===== config.mk =====
export PLATFORM = sky130hd
export DESIGN_NAME = lc3b_write_buffer_flat
export DESIGN_NICKNAME = d
export VERILOG_FILES = /design/src/rtl/lc3b_write_buffer_pkg.sv /design/src/rtl/lc3b_write_buffer_if.sv /design/src/rtl/lc3b_write_buffer_match.sv /design/src/rtl/lc3b_write_buffer.sv /design/src/flat_wrapper.sv
export SDC_FILE = /design/constraint.sdc
export NUM_CORES = 1
export LEC_CHECK = 0
export BUFFER_PORTS_ARGS = -buffer_cell sky130_fd_sc_hd__clkbuf_2
export CAP_MARGIN = 25
export CORE_MARGIN = 3
export CORE_UTILIZATION = 45
export CTS_CLUSTER_SIZE = 14
export DETAILED_ROUTE_END_ITERATION = 16
export GPL_TIMING_DRIVEN = 0
export PLACE_DENSITY_LB_ADDON = 0.25
export SYNTH_ARGS = -nofsm -noshare
export SYNTH_HDL_FRONTEND = slang
export SYNTH_SLANG_ARGS = --single-unit
export TNS_END_PERCENT = 20

===== constraint.sdc =====
create_clock -name clk -period 15.8 [get_ports clk]
set_input_delay 3.95 -clock clk [delete_from_list [all_inputs] [get_ports clk]]
set_output_delay 3.95 -clock clk [all_outputs]
set_load 0.005 [all_outputs]

===== src/rtl/lc3b_write_buffer_pkg.sv =====
// Shared types for the LC-3b L1 write-back buffer.
// Holds the line/address typedefs, the buffer entry payload and the drain FSM encoding.
package lc3b_write_buffer_pkg;

  localparam int unsigned LC3B_LINE_W = 128;
  localparam int unsigned LC3B_ADDR_W = 12;

  typedef logic [LC3B_ADDR_W-1:0] lc3b_line_addr;
  typedef logic [LC3B_LINE_W-1:0] lc3b_line;

  // One buffered eviction
  typedef struct packed {
    logic          valid;
    lc3b_line_addr addr;
    lc3b_line      data;
  } lc3b_wb_entry;

  typedef enum logic {
    WB_IDLE  = 1'b0,
    WB_DRAIN = 1'b1
  } lc3b_wb_state;

endpackage


===== src/rtl/lc3b_write_buffer_if.sv =====
// Bus bundle between the L1 cache, the miss path, the arbiter and the write buffer.
// slave  : the write buffer (consumes pushes/lookups, drives pmem_* requests)
// master : the surrounding system (cache, miss path, arbiter, memory port)
interface lc3b_write_buffer_if #(
  parameter int unsigned ADDR_W = 12,
  parameter int unsigned LINE_W = 128
) ();

  logic              in_write;
  logic [ADDR_W-1:0] in_addr;
  logic [LINE_W-1:0] in_data;
  logic              in_resp;
  logic [ADDR_W-1:0] lk_addr;
  logic              lk_hit;
  logic [LINE_W-1:0] lk_data;
  logic              hold;
  logic              flush;
  logic              empty;
  logic              full;
  logic              pmem_write;
  logic [ADDR_W-1:0] pmem_address;
  logic [LINE_W-1:0] pmem_wdata;
  logic              pmem_resp;

  modport slave (
    input  in_write, in_addr, in_data, lk_addr, hold, flush, pmem_resp,
    output in_resp, lk_hit, lk_data, empty, full, pmem_write, pmem_address, pmem_wdata
  );

  modport master (
    output in_write, in_addr, in_data, lk_addr, hold, flush, pmem_resp,
    input  in_resp, lk_hit, lk_data, empty, full, pmem_write, pmem_address, pmem_wdata
  );

endinterface


===== src/rtl/lc3b_write_buffer_match.sv =====
// Address comparator over the buffer entries with newest-first priority.
// Ports:
//   valid_i     entry valid bits
//   addr_i      entry line addresses
//   head_i      index of the oldest entry
//   tail_i      index of the next free slot (newest entry is tail_i-1)
//   query_i     line address to search for
//   excl_head_i ignore the head entry (it is being written downstream)
//   hit_o       some eligible entry matches
//   idx_o       index of the newest matching entry
module lc3b_wb_match #(
  parameter  int unsigned DEPTH  = 4,
  parameter  int unsigned ADDR_W = 12,
  localparam int unsigned PTR_W  = $clog2(DEPTH)
) (
  input  logic [DEPTH-1:0]  valid_i,
  input  logic [ADDR_W-1:0] addr_i [DEPTH],
  input  logic [PTR_W-1:0]  head_i,
  input  logic [PTR_W-1:0]  tail_i,
  input  logic [ADDR_W-1:0] query_i,
  input  logic              excl_head_i,
  output logic              hit_o,
  output logic [PTR_W-1:0]  idx_o
);

  logic [PTR_W-1:0] idx;

  // Walk backwards from the newest slot; the first eligible match wins.
  always_comb begin
    hit_o = 1'b0;
    idx_o = '0;
    idx   = '0;
    for (int unsigned k = 1; k <= DEPTH; k++) begin
      idx = tail_i - PTR_W'(k);
      if (!hit_o && valid_i[idx] && (addr_i[idx] == query_i) &&
          !(excl_head_i && (idx == head_i))) begin
        hit_o = 1'b1;
        idx_o = idx;
      end
    end
  end

endmodule


===== src/rtl/lc3b_write_buffer.sv =====
// Write-back buffer between the L1 data cache and the memory port.
// Absorbs dirty evictions, coalesces repeat evictions of a line, forwards buffered
// lines to the miss path and drains oldest-first whenever the arbiter allows.
// Ports:
//   clk      rising-edge clock
//   reset_n  asynchronous active-low reset
//   bus      slave side of lc3b_write_buffer_if:
//            in_write/in_addr/in_data -> in_resp   eviction push, accepted when in_resp=1
//            lk_addr -> lk_hit/lk_data             lookup of buffered lines
//            hold, flush                           drain gating from the arbiter / system
//            empty, full                           occupancy
//            pmem_write/address/wdata, pmem_resp   downstream write handshake
module lc3b_write_buffer
  import lc3b_write_buffer_pkg::*;
#(
  parameter int unsigned DEPTH  = 4,
  parameter int unsigned LINE_W = 128,
  parameter int unsigned ADDR_W = 12
) (
  input logic                  clk,
  input logic                  reset_n,
  lc3b_write_buffer_if.slave   bus
);

  localparam int unsigned PTR_W = $clog2(DEPTH);
  localparam int unsigned CNT_W = PTR_W + 1;

  logic [DEPTH-1:0]  valid_q, valid_d;
  logic [ADDR_W-1:0] addr_q [DEPTH];
  logic [ADDR_W-1:0] addr_d [DEPTH];
  logic [LINE_W-1:0] data_q [DEPTH];
  logic [LINE_W-1:0] data_d [DEPTH];
  logic [PTR_W-1:0]  head_q, head_d;
  logic [PTR_W-1:0]  tail_q, tail_d;
  logic [CNT_W-1:0]  count_q, count_d;
  lc3b_wb_state      state_q, state_d;

  logic              full;
  logic              empty;
  logic              push_hit;
  logic [PTR_W-1:0]  push_idx;
  logic              lk_hit;
  logic [PTR_W-1:0]  lk_idx;
  logic              coalesce;
  logic              append;
  logic              pop;
  logic              pmem_write;

  assign full  = (count_q == CNT_W'(DEPTH));
  assign empty = (count_q == '0);

  // Coalesce target: the head is off limits while it is being written out.
  lc3b_wb_match #(.DEPTH(DEPTH), .ADDR_W(ADDR_W)) u_push_match (
    .valid_i     (valid_q),
    .addr_i      (addr_q),
    .head_i      (head_q),
    .tail_i      (tail_q),
    .query_i     (bus.in_addr),
    .excl_head_i (state_q == WB_DRAIN),
    .hit_o       (push_hit),
    .idx_o       (push_idx)
  );

  // Miss-path lookup sees every buffered line, including the in-flight head.
  lc3b_wb_match #(.DEPTH(DEPTH), .ADDR_W(ADDR_W)) u_lk_match (
    .valid_i     (valid_q),
    .addr_i      (addr_q),
    .head_i      (head_q),
    .tail_i      (tail_q),
    .query_i     (bus.lk_addr),
    .excl_head_i (1'b0),
    .hit_o       (lk_hit),
    .idx_o       (lk_idx)
  );

  assign coalesce = bus.in_write && push_hit;
  assign append   = bus.in_write && !push_hit && !full;
  assign pop      = (state_q == WB_DRAIN) && bus.pmem_resp;

  // Storage and pointer next-state; coalesce never targets the popped head.
  always_comb begin
    valid_d = valid_q;
    addr_d  = addr_q;
    data_d  = data_q;
    head_d  = head_q;
    tail_d  = tail_q;
    if (coalesce) begin
      data_d[push_idx] = bus.in_data;
    end
    if (pop) begin
      valid_d[head_q] = 1'b0;
      head_d          = head_q + PTR_W'(1);
    end
    if (append) begin
      valid_d[tail_q] = 1'b1;
      addr_d[tail_q]  = bus.in_addr;
      data_d[tail_q]  = bus.in_data;
      tail_d          = tail_q + PTR_W'(1);
    end
    count_d = count_q + CNT_W'(append) - CNT_W'(pop);
  end

  // Drain FSM next-state; flush overrides hold, hold only gates starting a drain.
  always_comb begin
    state_d    = state_q;
    pmem_write = 1'b0;
    unique case (state_q)
      WB_IDLE: begin
        if (!empty && (!bus.hold || bus.flush)) begin
          state_d = WB_DRAIN;
        end
      end
      WB_DRAIN: begin
        pmem_write = 1'b1;
        if (pop && !((count_q > CNT_W'(1)) && (!bus.hold || bus.flush))) begin
          state_d = WB_IDLE;
        end
      end
      default: state_d = WB_IDLE;
    endcase
  end

  // State registers
  always_ff @(posedge clk or negedge reset_n) begin
    if (!reset_n) begin
      valid_q <= '0;
      head_q  <= '0;
      tail_q  <= '0;
      count_q <= '0;
      state_q <= WB_IDLE;
      for (int unsigned i = 0; i < DEPTH; i++) begin
        addr_q[i] <= '0;
        data_q[i] <= '0;
      end
    end else begin
      valid_q <= valid_d;
      head_q  <= head_d;
      tail_q  <= tail_d;
      count_q <= count_d;
      state_q <= state_d;
      for (int unsigned i = 0; i < DEPTH; i++) begin
        addr_q[i] <= addr_d[i];
        data_q[i] <= data_d[i];
      end
    end
  end

  assign bus.in_resp      = coalesce || append;
  assign bus.lk_hit       = lk_hit;
  assign bus.lk_data      = lk_hit ? data_q[lk_idx] : '0;
  assign bus.empty        = empty;
  assign bus.full         = full;
  assign bus.pmem_write   = pmem_write;
  assign bus.pmem_address = addr_q[head_q];
  assign bus.pmem_wdata   = data_q[head_q];

endmodule


===== src/flat_wrapper.sv =====
// flat-port wrapper written by rule: the top's interface ports become plain ports
module lc3b_write_buffer_flat import lc3b_write_buffer_pkg::*;
#(
  parameter int unsigned DEPTH  = 4,
  parameter int unsigned LINE_W = 128,
  parameter int unsigned ADDR_W = 12
)
  (clk, reset_n, bus_in_write, bus_in_addr, bus_in_data, bus_lk_addr, bus_hold, bus_flush, bus_pmem_resp, bus_in_resp, bus_lk_hit, bus_lk_data, bus_empty, bus_full, bus_pmem_write, bus_pmem_address, bus_pmem_wdata);
  lc3b_write_buffer_if #(.ADDR_W(ADDR_W), .LINE_W(LINE_W)) bus_i ();
  input logic clk;
  input logic reset_n;
  input wire logic [$bits(bus_i.in_write)-1:0] bus_in_write;
  input wire logic [$bits(bus_i.in_addr)-1:0] bus_in_addr;
  input wire logic [$bits(bus_i.in_data)-1:0] bus_in_data;
  input wire logic [$bits(bus_i.lk_addr)-1:0] bus_lk_addr;
  input wire logic [$bits(bus_i.hold)-1:0] bus_hold;
  input wire logic [$bits(bus_i.flush)-1:0] bus_flush;
  input wire logic [$bits(bus_i.pmem_resp)-1:0] bus_pmem_resp;
  output wire logic [$bits(bus_i.in_resp)-1:0] bus_in_resp;
  output wire logic [$bits(bus_i.lk_hit)-1:0] bus_lk_hit;
  output wire logic [$bits(bus_i.lk_data)-1:0] bus_lk_data;
  output wire logic [$bits(bus_i.empty)-1:0] bus_empty;
  output wire logic [$bits(bus_i.full)-1:0] bus_full;
  output wire logic [$bits(bus_i.pmem_write)-1:0] bus_pmem_write;
  output wire logic [$bits(bus_i.pmem_address)-1:0] bus_pmem_address;
  output wire logic [$bits(bus_i.pmem_wdata)-1:0] bus_pmem_wdata;
  assign bus_i.in_write = bus_in_write;
  assign bus_i.in_addr = bus_in_addr;
  assign bus_i.in_data = bus_in_data;
  assign bus_i.lk_addr = bus_lk_addr;
  assign bus_i.hold = bus_hold;
  assign bus_i.flush = bus_flush;
  assign bus_i.pmem_resp = bus_pmem_resp;
  assign bus_in_resp = bus_i.in_resp;
  assign bus_lk_hit = bus_i.lk_hit;
  assign bus_lk_data = bus_i.lk_data;
  assign bus_empty = bus_i.empty;
  assign bus_full = bus_i.full;
  assign bus_pmem_write = bus_i.pmem_write;
  assign bus_pmem_address = bus_i.pmem_address;
  assign bus_pmem_wdata = bus_i.pmem_wdata;
  lc3b_write_buffer #(.DEPTH(DEPTH), .LINE_W(LINE_W), .ADDR_W(ADDR_W)) u_core (.clk(clk), .reset_n(reset_n), .bus(bus_i));
endmodule

Word-level counts from Yosys, hierarchy flattened
Cells that the tools add are included.
Widths: inputs -> output; s select.
{"block": "word_totals", "regBits": 572, "output_inout_bits": 273, "wordCells": 179, "input_bits": 158}
{"block": "op_classes", "n_addsub": 7, "n_eq_ne": 13, "bitwise_logic": 11, "n_mux": 67, "n_reduce_logical": 51, "n_lt_le_gt_ge": 17}
{"cell": "$bwmux 512", "n": 2}
{"cell": "$mux 512", "n": 2}
{"cell": "$mux 128", "n": 7}
{"cell": "$bmux 128 s2", "n": 2}
{"cell": "$demux 128 s2", "n": 2}
{"cell": "$mux 12", "n": 11}
{"cell": "$bmux 12 s2", "n": 5}
{"cell": "$eq 12x12->1", "n": 8}
{"cell": "$bwmux 48", "n": 1}
{"cell": "$logic_and 1x1->1", "n": 33}
{"cell": "$demux 12 s2", "n": 1}
{"cell": "$ge 3x3->1 const B", "n": 7}
{"cell": "$not 2->3", "n": 7}
{"cell": "$mux 1", "n": 17}
{"cell": "$mux 2", "n": 8}
{"cell": "$logic_not 1->1", "n": 15}
{"cell": "$lt 2x3->1 const B", "n": 5}
{"cell": "$bmux 1 s2", "n": 4}
{"cell": "$eq 2x2->1", "n": 4}
{"cell": "$mux 4", "n": 2}
{"cell": "$lt 3x1->1 const B", "n": 2}
{"cell": "$add 2x1->2 const B", "n": 2}
{"cell": "$and 4x4->4", "n": 1}
{"cell": "$demux 1 s2", "n": 2}
{"cell": "other kinds (13)", "n": 16}

Logic depth before layout (Yosys ltp)
{"block": "logic_depth", "word_depth": 33, "mapped_depth": 21, "depth_no_buf": 13}

Cells and area by module
Synthesis repeated with hierarchy kept, for this count alone.
{"block": "unflattened", "cells_unflattened": 2143, "area_unflattened_um2": 33917.5}
{"mod": "lc3b_write_buffer", "seq_area_each_um2": 14313.7, "area_per_inst_um2": 29373.2, "n_inst": 1, "cells_each": 1733}
{"mod": "lc3b_wb_match", "seq_area_each_um2": 0.0, "area_per_inst_um2": 2272.2, "n_inst": 2, "cells_each": 205}

Worst setup path before layout
Ideal clock, no wire load.
{"block": "synth_timing", "path_type": "input to output", "from": "input port bus_lk_addr[1]", "to": "output port bus_lk_data[100]", "stages": 12, "required_ns": 11.850, "t_arrival_ns": 6.589, "setup_slack_ns": 5.261, "n_path_buf": 4, "cell_sequence": "clkbuf_1 > nand3b_1 > a22o_1 > a211o_1 > or4b_2 > clkbuf_1 > o41ai_2 > clkbuf_1 > clkbuf_1 > o22ai_1 > o21ai_0 > a22o_1"}
{"block": "synth_via", "elab_chain_cells": 20, "word_cells_on_any_way": 27, "cone_classes": "4 x eq/ne; 12 x mux; 1 x bitwise; 10 x reduce/logical"}
{"item": "start: declaration", "line_no": "flat_wrapper.sv:15", "source": "input wire logic [$bits(bus_i.lk_addr)-1:0] bus_lk_addr;"}
{"item": "$eq 12x12->1", "line_no": "lc3b_write_buffer_match.sv:35", "source": "if (!hit_o && valid_i[idx] && (addr_i[idx] == query_i) &&"}
{"item": "$logic_and 1x1->1", "line_no": "lc3b_write_buffer_match.sv:35"}
{"item": "$mux 1", "line_no": "lc3b_write_buffer_match.sv:35"}
{"item": "$logic_not 1->1", "line_no": "lc3b_write_buffer_match.sv:35"}
{"item": "$logic_and 1x1->1 (2 in series)", "line_no": "lc3b_write_buffer_match.sv:35"}
{"item": "$mux 1", "line_no": "lc3b_write_buffer_match.sv:35"}
{"item": "$logic_not 1->1", "line_no": "lc3b_write_buffer_match.sv:35"}
{"item": "$logic_and 1x1->1 (2 in series)", "line_no": "lc3b_write_buffer_match.sv:35"}
{"item": "$mux 1", "line_no": "lc3b_write_buffer_match.sv:35"}
{"item": "$logic_not 1->1", "line_no": "lc3b_write_buffer_match.sv:35"}
{"item": "$logic_and 1x1->1 (2 in series)", "line_no": "lc3b_write_buffer_match.sv:35"}
{"item": "$mux 2", "line_no": "lc3b_write_buffer_match.sv:35"}
{"item": "$not 2->3 (implied by the code)", "line_no": "lc3b_write_buffer.sv:150", "source": "assign bus.lk_data = lk_hit ? data_q[lk_idx] : '0;"}
{"item": "$bmux 128 s2", "line_no": "lc3b_write_buffer.sv:150"}
{"item": "$mux 128 (implied by the code) (2 in series)", "line_no": "lc3b_write_buffer.sv:150"}
{"item": "$mux 128 (*)", "line_no": "lc3b_write_buffer.sv:150"}
{"item": "end: declaration", "line_no": "flat_wrapper.sv:21", "source": "output wire logic [$bits(bus_i.lk_data)-1:0] bus_lk_data;"}
Mark *: on every way between the ends. The rest lies on a longest branch, timed or not. The select of a mux whose other input is x is not followed.

Worst setup path after layout
{"block": "layout_timing", "from": "register u_core.tail_q[0]", "to": "output port bus_lk_data[110]"}
{"block": "layout_via", "elab_chain_cells": 25, "word_cells_on_any_way": 54, "cone_classes": "3 x add/sub; 4 x eq/ne; 32 x mux; 5 x bitwise; 10 x reduce/logical"}
{"item": "start: declaration", "line_no": "lc3b_write_buffer.sv:34", "source": "logic [PTR_W-1:0] tail_q, tail_d;"}
{"item": "start signal: assignment", "line_no": "lc3b_write_buffer.sv:138", "source": "tail_q <= tail_d;"}
{"item": "$sub 2x1->2", "line_no": "lc3b_write_buffer_match.sv:34", "source": "idx = tail_i - PTR_W'(k);"}
{"item": "$not 2->3 (implied by the code)", "line_no": "lc3b_write_buffer_match.sv:35"}
{"item": "$bmux 12 s2", "line_no": "lc3b_write_buffer_match.sv:35"}
{"item": "$mux 12 (implied by the code) (2 in series)", "line_no": "lc3b_write_buffer_match.sv:35"}
{"item": "$eq 12x12->1", "line_no": "lc3b_write_buffer_match.sv:35"}
{"item": "$logic_and 1x1->1", "line_no": "lc3b_write_buffer_match.sv:35"}
{"item": "$mux 1", "line_no": "lc3b_write_buffer_match.sv:35"}
{"item": "$logic_not 1->1", "line_no": "lc3b_write_buffer_match.sv:35"}
{"item": "[6 not listed]"}
{"item": "$mux 1", "line_no": "lc3b_write_buffer_match.sv:35"}
{"item": "$logic_not 1->1", "line_no": "lc3b_write_buffer_match.sv:35"}
{"item": "$logic_and 1x1->1 (2 in series)", "line_no": "lc3b_write_buffer_match.sv:35"}
{"item": "$mux 2", "line_no": "lc3b_write_buffer_match.sv:35"}
{"item": "$not 2->3 (implied by the code)", "line_no": "lc3b_write_buffer.sv:150"}
{"item": "$bmux 128 s2", "line_no": "lc3b_write_buffer.sv:150"}
{"item": "$mux 128 (implied by the code) (2 in series)", "line_no": "lc3b_write_buffer.sv:150"}
{"item": "$mux 128 (*)", "line_no": "lc3b_write_buffer.sv:150"}
Marked as above.

==> results.md <==
- CP max FO: 10
- Max Root-Sink Buffers: 3
- CP required: around 12 ns
- Layout Utilization: 53.4%
- Clock slew at reported path FFs: about 0.06 ns
- P_int: a little over 6000 uW
- CP Capture Type: primary output
- Reg power frac: 30.2%
- # DRC: 0
- R2R setup slack: slightly below 9 ns
- RePlAce Congestion: 0.959
- GRT Residual Overflow: 0
- Hold WC Path Type: flip-flop to flip-flop
- Startpoint Class: flip-flop
- DR pass1 iterations: 8
- Area Overhead vs Synth: 16.6%
- Mapped cell area: 39300 um2
- Crit Path Category: flip-flop to primary output
- Largest net degree at the start of global routing: 109
- Placed insts: about 5000
- Post-Syn Nets: roughly 3600
- Post-route ant nets: 0
- Fraction of layout cells with a size suffix above 1: 33.9%
- DIE WIDTH: roughly 300 um
- Critical Path AT: 8.42 ns
- Number of synthesized register bits: 572
- Final Hold Fails: 0
- Cell variety after synth: 58
- DR vias/cell: just under 7
- Filler cells: 7681
- Placement Cell Area: 43200 um2
- GRT Overall Usage: 32.4%
- Max Clock Skew: ~0.028 ns
- Latest clock arrival within the worst-skew pair: roughly 0.62 ns
- Post-route minimum period: 12.37 ns
- # IOs: ~430
- Inserted Clock Buffers: 71
- Fmax: between 80 and 90 MHz
- Seq/Total Area, Yosys: a little over a third
- Number of synthesized flops with an enable pin: 0
- Worst Max-Slew Pin Slew: about 1.2 ns
- Pwr dens: around 240 nW/um2
- Hold Crit Start: u_core.valid_q[0]
- Worst slew margin: roughly 22%
- Fin crit share: between 70% and 80%
- Post-CTS sizing: 0
- Initial antenna violation count: 16
- Comb pwr share: a little over half
- Hold_buf cts: 0
- Hpwl dp: ~100 mm
- Place WS: 3.60 ns
- Async S/R FF share, synth: 100%
- WL final: about 150 mm
- Cells after synthesis: 3434
- Non-filler instance count after layout: 5160
- Synthesis Warnings: 0
- Crit path launch: u_core.tail_q[0]
- Most frequent cells in the layout: dfrtp_1, mux2_2, clkbuf_2
- Synth Flop Type: dfrtp_1
- Worst hold margin: between 0.5 and 0.6 ns
- P_sw: between 4000 and 5000 uW
- Max-Cap Viols: 0
- Die ar.: 90900 um2
- Run status: finished clean
- First-pass GRT wire length: 223 mm
- Leakage power: roughly 0.019 uW
- Initial Utilization: between 40% and 50%
- Commonest non-fill, non-tap cell in the layout: dfrtp_1
- Setup WS post-layout: around 3.4 ns
- Post-CTS setup buffers: 0
- Vias in the first global route: roughly 34000
- Clock Tree Root: clkbuf_16
- Avg Synthesized Cell Area: approximately 11 um2
- Die H: roughly 300 um
- CTS tree: done
- # clock sinks: roughly 570
- Initial DRC count: ~4300
- Nets: roughly 4100
- Port Buffers: between 400 and 500
- Peak VDD IR: slightly above 0.1 mV
- Num rows: approximately 110
- DR WL/cell: roughly 29 um
- H-tree levels: 3
- Core area: 85800 um2
- Sw Ratio: 42.1%
- DR vias: about 35000
- RR Startpoint: u_core.tail_q[0]
- Fin area: ~46000 um2
- Final slew viol count: 0
- Final setup viols: 0
- Clock network power share: between 15 and 20%
- RSZ-0062 raised after global routing: no
==> path summary, 6_finish.rpt <==
kind	endpoint	cells after the start
setup / recovery	bus_lk_data[110]	22
hold / removal	u_core.valid_q[0]	1
setup reg to reg	u_core.data_q[488]	21
hold reg to reg	u_core.valid_q[0]	1
max in group asynchronous	u_core.data_q[324]	4
min in group asynchronous	u_core.addr_q[43]	1
==> cell type report <==
cell class,instances,area [um2],share of cell area [%]
plain buffers,387,1930,4.21
clock inverters,21,278,0.606
diodes,16,40.0,0.0874
repair buffers,441,2630,5.74
flip-flops and latches,572,14300,31.3
well taps,1144,1430,3.13
inverters,16,60.1,0.131
multi-input cells,2459,23000,50.2
clock buffers,104,2130,4.66
==> power groups by stage <==
stage / Clock, uW / Sequential [uW] / Combinational (uW)
2_1_floorplan: 0 / 2910 / 4050
3_3_place_gp: 0 / 3170 / 5570
3_5_place_dp: 0 / 3220 / 5680
4_1_cts: 1740 / 3200 / 5710
5_1_grt: 1810 / 3370 / 6160
6_report: 1710 / 3250 / 5800
==> per-stage QoR <==
stage	total power (uW)	setup TNS (ns)
2_1_floorplan	6960	0
3_3_place_gp	8740	-1762.06
3_5_place_dp	8900	0
4_1_cts	10600	0
5_1_grt	11300	0
6_report	10800	0
==> synth_stat cells (2+ instances only) <==
cell type / count / share of area [%]
a2111oi_0: 2 / 0.045
a221oi_1: 4 / 0.089
and2_1: 2 / 0.032
xor2_1: 21 / 0.47
clkbuf_1: 270 / 2.6
mux2_1: 48 / 1.4
nand2_1: 31 / 0.30
nor4_1: 9 / 0.14
o22ai_1: 258 / 4.1
mux4_2: 183 / 10
buf_4: 9 / 0.17
buf_2: 21 / 0.27
a21oi_1: 128 / 1.6
a21o_1: 4 / 0.076
ha_1: 11 / 0.35
a22o_1: 129 / 2.9
o21ai_0: 392 / 5.0
mux2i_1: 291 / 7.4
nand3_1: 16 / 0.20
mux2_2: 522 / 15
inv_1: 15 / 0.14
dfrtp_1: 572 / 36
o31ai_1: 2 / 0.038
o31ai_2: 3 / 0.096
xnor2_1: 85 / 1.9
nor2_1: 11 / 0.11
o221ai_1: 258 / 5.8
buf_1: 31 / 0.30
buf_6: 55 / 1.6
nor3_1: 3 / 0.038
nand4_1: 14 / 0.22
and3_1: 4 / 0.064
or4_1: 2 / 0.038
nor4_2: 2 / 0.064
nand2b_1: 3 / 0.048
==> state kept, by name (all words and copies together) (netlist names) <==
register,cells
u_core.head_q,2
u_core.count_q,3
u_core.tail_q,2
u_core.valid_q,4
u_core.data_q,512
u_core.addr_q,48
u_core.state_q,1
==> worst max-delay path: stages, from the launching register on <==
cell and delay (ns):
dfrtp_1 0.55, buf_6 0.24, buf_6 0.22, buf_6 0.23, buf_6 0.20, buf_2 0.27
inv_1 0.21, ha_1 0.53, buf_2 0.37, buf_2 0.40, buf_2 0.40, mux4_2 0.37
xnor2_1 0.43, nand4_1 0.19, or2_2 0.36, o41ai_2 0.59, clkbuf_1 0.65, buf_8 0.25
clkbuf_1 0.54, o22ai_1 0.16, o21ai_0 0.27, a22o_1 0.22, clkbuf_2 0.12
==> kinds of logic after synthesis <==
kind of cell / after synthesis / synth area share, %
buf+inv: 403 / 5.06
fa+ha+maj: 12 / 0.401
xor+xnor: 106 / 2.36
flops: 572 / 36.4
compound gates: 1193 / 20.1
mux: 1044 / 34.2
simple gates: 104 / 1.43
==> routing by layer <==
metal	track usage, %	routed length [um]	vias to the layer above
met5	0	40	-
met4	16.0	7910	6
met3	9.21	16600	433
met2	47.8	66800	2140
met1	43.6	60700	17843
li1	-	-	14825
(Power assumes the default switching activity.)
